File: config.mk
export PLATFORM = sky130hd
export DESIGN_NAME = def
export DESIGN_NICKNAME = d
export VERILOG_FILES = /design/src/rtl/nabp_pkg.sv /design/src/rtl/def_delay_counter.sv /design/src/rtl/def.sv
export SDC_FILE = /design/constraint.sdc
export NUM_CORES = 1
export LEC_CHECK = 0
export CAP_MARGIN = 20
export CORE_MARGIN = 4
export CORE_UTILIZATION = 45
export CTS_CLUSTER_DIAMETER = 120
export DETAILED_ROUTE_END_ITERATION = 8
export PLACE_DENSITY = 0.72
export SYNTH_ARGS = -nofsm -noshare
export SYNTH_HDL_FRONTEND = slang
export SYNTH_SLANG_ARGS = --single-unit
File: constraint.sdc
create_clock -name clk -period 3.6 [get_ports clk]
set_clock_uncertainty 0.2 [all_clocks]
set_input_delay 1.08 -clock clk [delete_from_list [all_inputs] [get_ports clk]]
set_output_delay 1.08 -clock clk [all_outputs]
set_load 0.01 [all_outputs]
File: src/rtl/nabp_pkg.sv
`default_nettype none
// ============================================================================
//  Module      : nabp_pkg
//  Description : Shared types and constants for the NABP back-projection
//                blocks: image-RAM address generator state encoding,
//                default partition count and image address width.
//  Revision    : 1.0 - initial release
// ============================================================================
package nabp_pkg;

    // Address generator state encoding (2-bit, value 3 is illegal)
    typedef enum logic [1:0] {
        READY      = 2'd0,
        DELAY      = 2'd1,
        ADDRESSING = 2'd2
    } nabp_state_t;

    localparam int c_nabp_partitions  = 4;
    localparam int c_nabp_image_words = 1024;
    localparam int c_nabp_addr_w      = $clog2(c_nabp_image_words);

    // Counter width able to hold n-1, never narrower than one bit
    function automatic int nabp_cnt_w(input int n);
        return (n > 1) ? $clog2(n) : 1;
    endfunction

endpackage : nabp_pkg
`default_nettype wire

File: src/rtl/def_delay_counter.sv
`default_nettype none
// ============================================================================
//  Module      : def_delay_counter
//  Description : Loadable down-counter with zero flag, used to align the PE
//                domino chain with the partitions.
//  Ports       : clk      - clock
//                rst      - synchronous active-high reset (loads LOAD_VAL)
//                i_load   - reload LOAD_VAL this cycle
//                i_dec    - decrement by one this cycle
//                o_zero   - counter value equals zero
//  Revision    : 1.0 - initial release
// ============================================================================
module def_delay_counter #(
    parameter int              CNT_W    = 2,
    parameter logic [CNT_W-1:0] LOAD_VAL = '0
) (
    input  logic clk,
    input  logic rst,
    input  logic i_load,
    input  logic i_dec,
    output logic o_zero
);

    logic [CNT_W-1:0] r_cnt;

    always_ff @(posedge clk) begin
        if (rst) begin
            r_cnt <= LOAD_VAL;
        end else if (i_load) begin
            r_cnt <= LOAD_VAL;
        end else if (i_dec) begin
            r_cnt <= r_cnt - CNT_W'(1);
        end
    end

    assign o_zero = (r_cnt == '0);

endmodule : def_delay_counter
`default_nettype wire

File: src/rtl/def.sv
`default_nettype none
// ============================================================================
//  Module      : def
//  Description : Image-RAM address generator. On a kick it waits
//                NO_OF_PARTITIONS cycles, then walks ir_addr from 0 to
//                IMAGE_WORDS-1, advancing only on ir_enable, and returns to
//                READY after the last address.
//  Ports       : clk           - clock
//                reset         - synchronous active-high reset
//                ir_kick       - start request (READY only)
//                ir_enable     - address advance enable (ADDRESSING only)
//                ir_addr       - current image RAM address (registered)
//                ir_addr_valid - address consumed this cycle
//                busy          - in DELAY or ADDRESSING
//                done          - pulse with the last consumed address
//  Revision    : 1.0 - initial release
// ============================================================================
module def
    import nabp_pkg::*;
#(
    parameter int NO_OF_PARTITIONS = c_nabp_partitions,
    parameter int IMAGE_WORDS      = c_nabp_image_words,
    parameter int ADDR_W           = $clog2(IMAGE_WORDS),
    parameter int CNT_W            = nabp_cnt_w(NO_OF_PARTITIONS)
) (
    input  logic              clk,
    input  logic              reset,
    input  logic              ir_kick,
    input  logic              ir_enable,
    output logic [ADDR_W-1:0] ir_addr,
    output logic              ir_addr_valid,
    output logic              busy,
    output logic              done
);

    localparam logic [ADDR_W-1:0] c_last_addr  = ADDR_W'(IMAGE_WORDS - 1);
    localparam logic [CNT_W-1:0]  c_delay_load = CNT_W'(NO_OF_PARTITIONS - 1);

    nabp_state_t       r_state;
    nabp_state_t       w_next_state;
    logic [ADDR_W-1:0] r_addr;
    logic              w_in_ready;
    logic              w_in_delay;
    logic              w_in_addr;
    logic              w_delay_done;
    logic              w_addressing_done;

    assign w_in_ready = (r_state == READY);
    assign w_in_delay = (r_state == DELAY);
    assign w_in_addr  = (r_state == ADDRESSING);

    // Reloaded on every READY cycle so each run gets the full delay
    def_delay_counter #(
        .CNT_W    (CNT_W),
        .LOAD_VAL (c_delay_load)
    ) u_delay_counter (
        .clk    (clk),
        .rst    (reset),
        .i_load (w_in_ready),
        .i_dec  (w_in_delay),
        .o_zero (w_delay_done)
    );

    assign w_addressing_done = w_in_addr & ir_enable & (r_addr == c_last_addr);

    always_comb begin
        w_next_state = READY;
        case (r_state)
            READY:      w_next_state = ir_kick           ? DELAY      : READY;
            DELAY:      w_next_state = w_delay_done      ? ADDRESSING : DELAY;
            ADDRESSING: w_next_state = w_addressing_done ? READY      : ADDRESSING;
            default:    w_next_state = READY;
        endcase
    end

    always_ff @(posedge clk) begin
        if (reset) begin
            r_state <= READY;
        end else begin
            r_state <= w_next_state;
        end
    end

    // Address counter: clears on the last address so the next run starts at 0
    always_ff @(posedge clk) begin
        if (reset) begin
            r_addr <= '0;
        end else if (w_addressing_done) begin
            r_addr <= '0;
        end else if (w_in_addr && ir_enable) begin
            r_addr <= r_addr + ADDR_W'(1);
        end else if (!w_in_addr) begin
            r_addr <= '0;
        end
    end

    assign ir_addr       = r_addr;
    assign ir_addr_valid = w_in_addr & ir_enable;
    assign busy          = w_in_delay | w_in_addr;
    assign done          = w_addressing_done;

endmodule : def
`default_nettype wire

==> flow_summary.toml <==
[layout]
mostFrequentLayoutCells = "clkdlybuf4s50_1 (14), dfxtp_1 (14), nand2_1 (11), inv_1 (7)"
fillers = 150
multi_input_area_sq_um = 467.9
nets = 114
area_delta_synth_final_pct = 26.00
finalNonFillerCells = 118
drive_gt1_share_pct = 9.804
register_area_sq_um = 280.3
antenna_cells = 0

[cts]
clockBufferDepth = 2
cts_tree = "done"
cts_buffers = 3
htreeDepth = 1
clkLatencyLatePin_ns = 0.28
cts_hold_buf = 0
cts_root_buf = "clkbuf_4"
clk_pin_slew_ns = 0.08
clock-sinks = 14

[route]
drtIter0Drc = 7
dr.pass1.iters = 2
wire_per_inst_um = 13.69
avgViaCountPerCell = 5.602
drcViolationCount = 0
routed_wl_um = 1615
final_antenna_net_count = 0
num_vias = 661

[die]
start_util_pct = 49.44
num_io_pins = 17
die_h_um = 49.62
die_w_um = 49.62
die-area_sq_um = 2462
core_sq_um = 1577
core.rowCount = 14

[synthesis]
syn_area_sq_um = 779.5
synth.avg_cell_area_sq_um = 9.392
ys_seq_area_share_pct = 35.96
ys_ff_latch = 14
ys_warn_count = 0
ys_types = 27
syn_nets = 93
synth_cells = 83

[place]
io_buffers = 16
dp.cells = 115
dp_hpwl_um = 1254
gp_congestion = 0.6866

[sta]
relSlewSlack_pct = 70.01
min_period_ns = 3.504
setup_tns_ns = 0
tightest_slew_ns = 0.4484
rsz0062_at_grt = "false"
finalCritPeriodShare_pct = 97.34
fmax_mhz = 285.4
hold_viol = 0
maxSlewViolCount = 0
setup_viol = 0

[outcome]
outcome = "complete, no violations"

[critical_path]
r2r-start = "ir_addr[0]$_SDFFE_PP0P_"
cp.required_ns = 2.32
cp-startpoint = "ir_enable"
critical_path_class = "in2out"
critPathLaunchType = "input pin"
path_max_fanout = 2
crit_arrival_ns = 2.22
critPathCaptureType = "output port"

[hold_path]
hp-start = "u_delay_counter.r_cnt[1]$_SDFFE_PP1N_"
worstHoldPathType = "reg2reg"

[job]
maxCapViolations = 0

[global_routing]
grt-ovfl-total = 0
grtUsageTotal_pct = 14.90
antenna_found_initial = 0
grt_pass1_vias = 646
grt_start_max_net_pins = 9
grt_pass1_wl_um = 2891

[pwr]
ir_worst_vdd_mv = 0.1618
p_leak_uw = 0.0003764
power_density_nw_per_um2 = 267.5
-- state kept, by name, indices dropped and copies added, names as in the netlist --
name and count:
r_state 2, ir_addr 10, u_delay_counter.r_cnt 2
-- Yosys cell counts, drive strengths merged --
library cell | count | area, sq um
dfxtp | 14 | 280.3
ha | 6 | 75.07
o41ai | 3 | 45.05
nor2 | 6 | 22.52
nand2b | 3 | 18.77
or2 | 1 | 6.260
and4 | 2 | 17.52
xnor2 | 2 | 17.52
xor2 | 2 | 17.52
nand4 | 4 | 70.07
o21ai | 2 | 10.01
o221ai | 1 | 8.760
or4 | 3 | 22.52
inv | 7 | 26.28
or3 | 1 | 7.510
mux2i | 1 | 10.01
o31ai | 2 | 15.01
a21oi | 6 | 30.03
o311ai | 1 | 8.760
nor2b | 1 | 6.260
buf | 1 | 5.000
and2 | 1 | 6.260
nand2 | 11 | 41.29
nand3 | 1 | 5.000
a31oi | 1 | 6.260
-- logic make-up after synthesis --
group | count (synthesis) | synth area share, %
DFF | 14 | 35.96
xor gates and xnor gates | 4 | 4.495
AOI/OAI and AO/OA | 16 | 15.89
muxes | 1 | 1.284
and+or+nand+nor | 34 | 28.73
adders and majority gates | 6 | 9.631
buffers and inverters | 8 | 4.013
-- worst max-delay path, cell delays in order --
cell and delay, ns:
clkdlybuf4s50_1 0.47, and4_1 0.21, and4_1 0.19, dlygate4sd2_1 0.27
-- timing repair --
| action | in CTS | in global routing |
|---|---|---|
| gates resized for setup | 2 | 0 |
| setup buffers | 0 | 0 |
| endpoints found under the setup margin | 2 | 0 |
-- metal layers --
| layer | vias to the layer above | GRT usage, % | part of all wire [%] |
|---|---|---|---|
| li1 | 335 | - | - |
| met3 | 2 | 4.217 | 4.0 |
| met5 | - | 0 | 0 |
| met2 | 11 | 23.35 | 48 |
| met4 | 0 | 7.373 | 0.62 |
| met1 | 313 | 18.50 | 47 |
-- worst paths after layout --
check	cells after the start	slack, ns	to
max	4	0.1	done
min	2	0.28	u_delay_counter.r_cnt[1]$_SDFFE_PP1N_
max reg2reg	4	1.81	ir_addr[2]$_SDFFE_PP0P_
min reg2reg	2	0.28	u_delay_counter.r_cnt[1]$_SDFFE_PP1N_
-- area by class of cell --
| type | instances | share of cell area, % |
|---|---|---|
| Tap cell | 16 | 2.038 |
| Timing Repair Buffer | 17 | 16.82 |
| Inverter | 7 | 2.675 |
| Clock buffer | 3 | 2.293 |
| Sequential cell | 14 | 28.54 |
| Multi-Input combinational cell | 61 | 47.64 |
-- through the flow --
stage | utilization [%] | setup slack (ns) | cell area, sq um | hold WS, ns | power (uW)
after floorplan | - | 0.5986 | 779.5 | 0.2428 | 171.5
after global placement | 61.03 | -0.1541 | 962.2 | 0.2592 | 178.4
after detailed placement | 61.03 | -0.1781 | 962.2 | 0.2745 | 178.8
after CTS | 62.30 | 0.09338 | 982.2 | 0.2914 | 266.7
after global routing | 62.30 | 0.05802 | 982.2 | 0.3567 | 276.1
final | 62.30 | 0.09593 | 982.2 | 0.2822 | 262.7
-- power breakdown --
group / leakage [uW] / switching, uW / internal (uW)
clock: 0.0000138 / 49.0 / 38.8
sequential: 0.000113 / 1.28 / 156
combinational: 0.000249 / 7.95 / 9.60
total: 0.000376 / 58.2 / 204
Power figures use the tool's default switching activity.
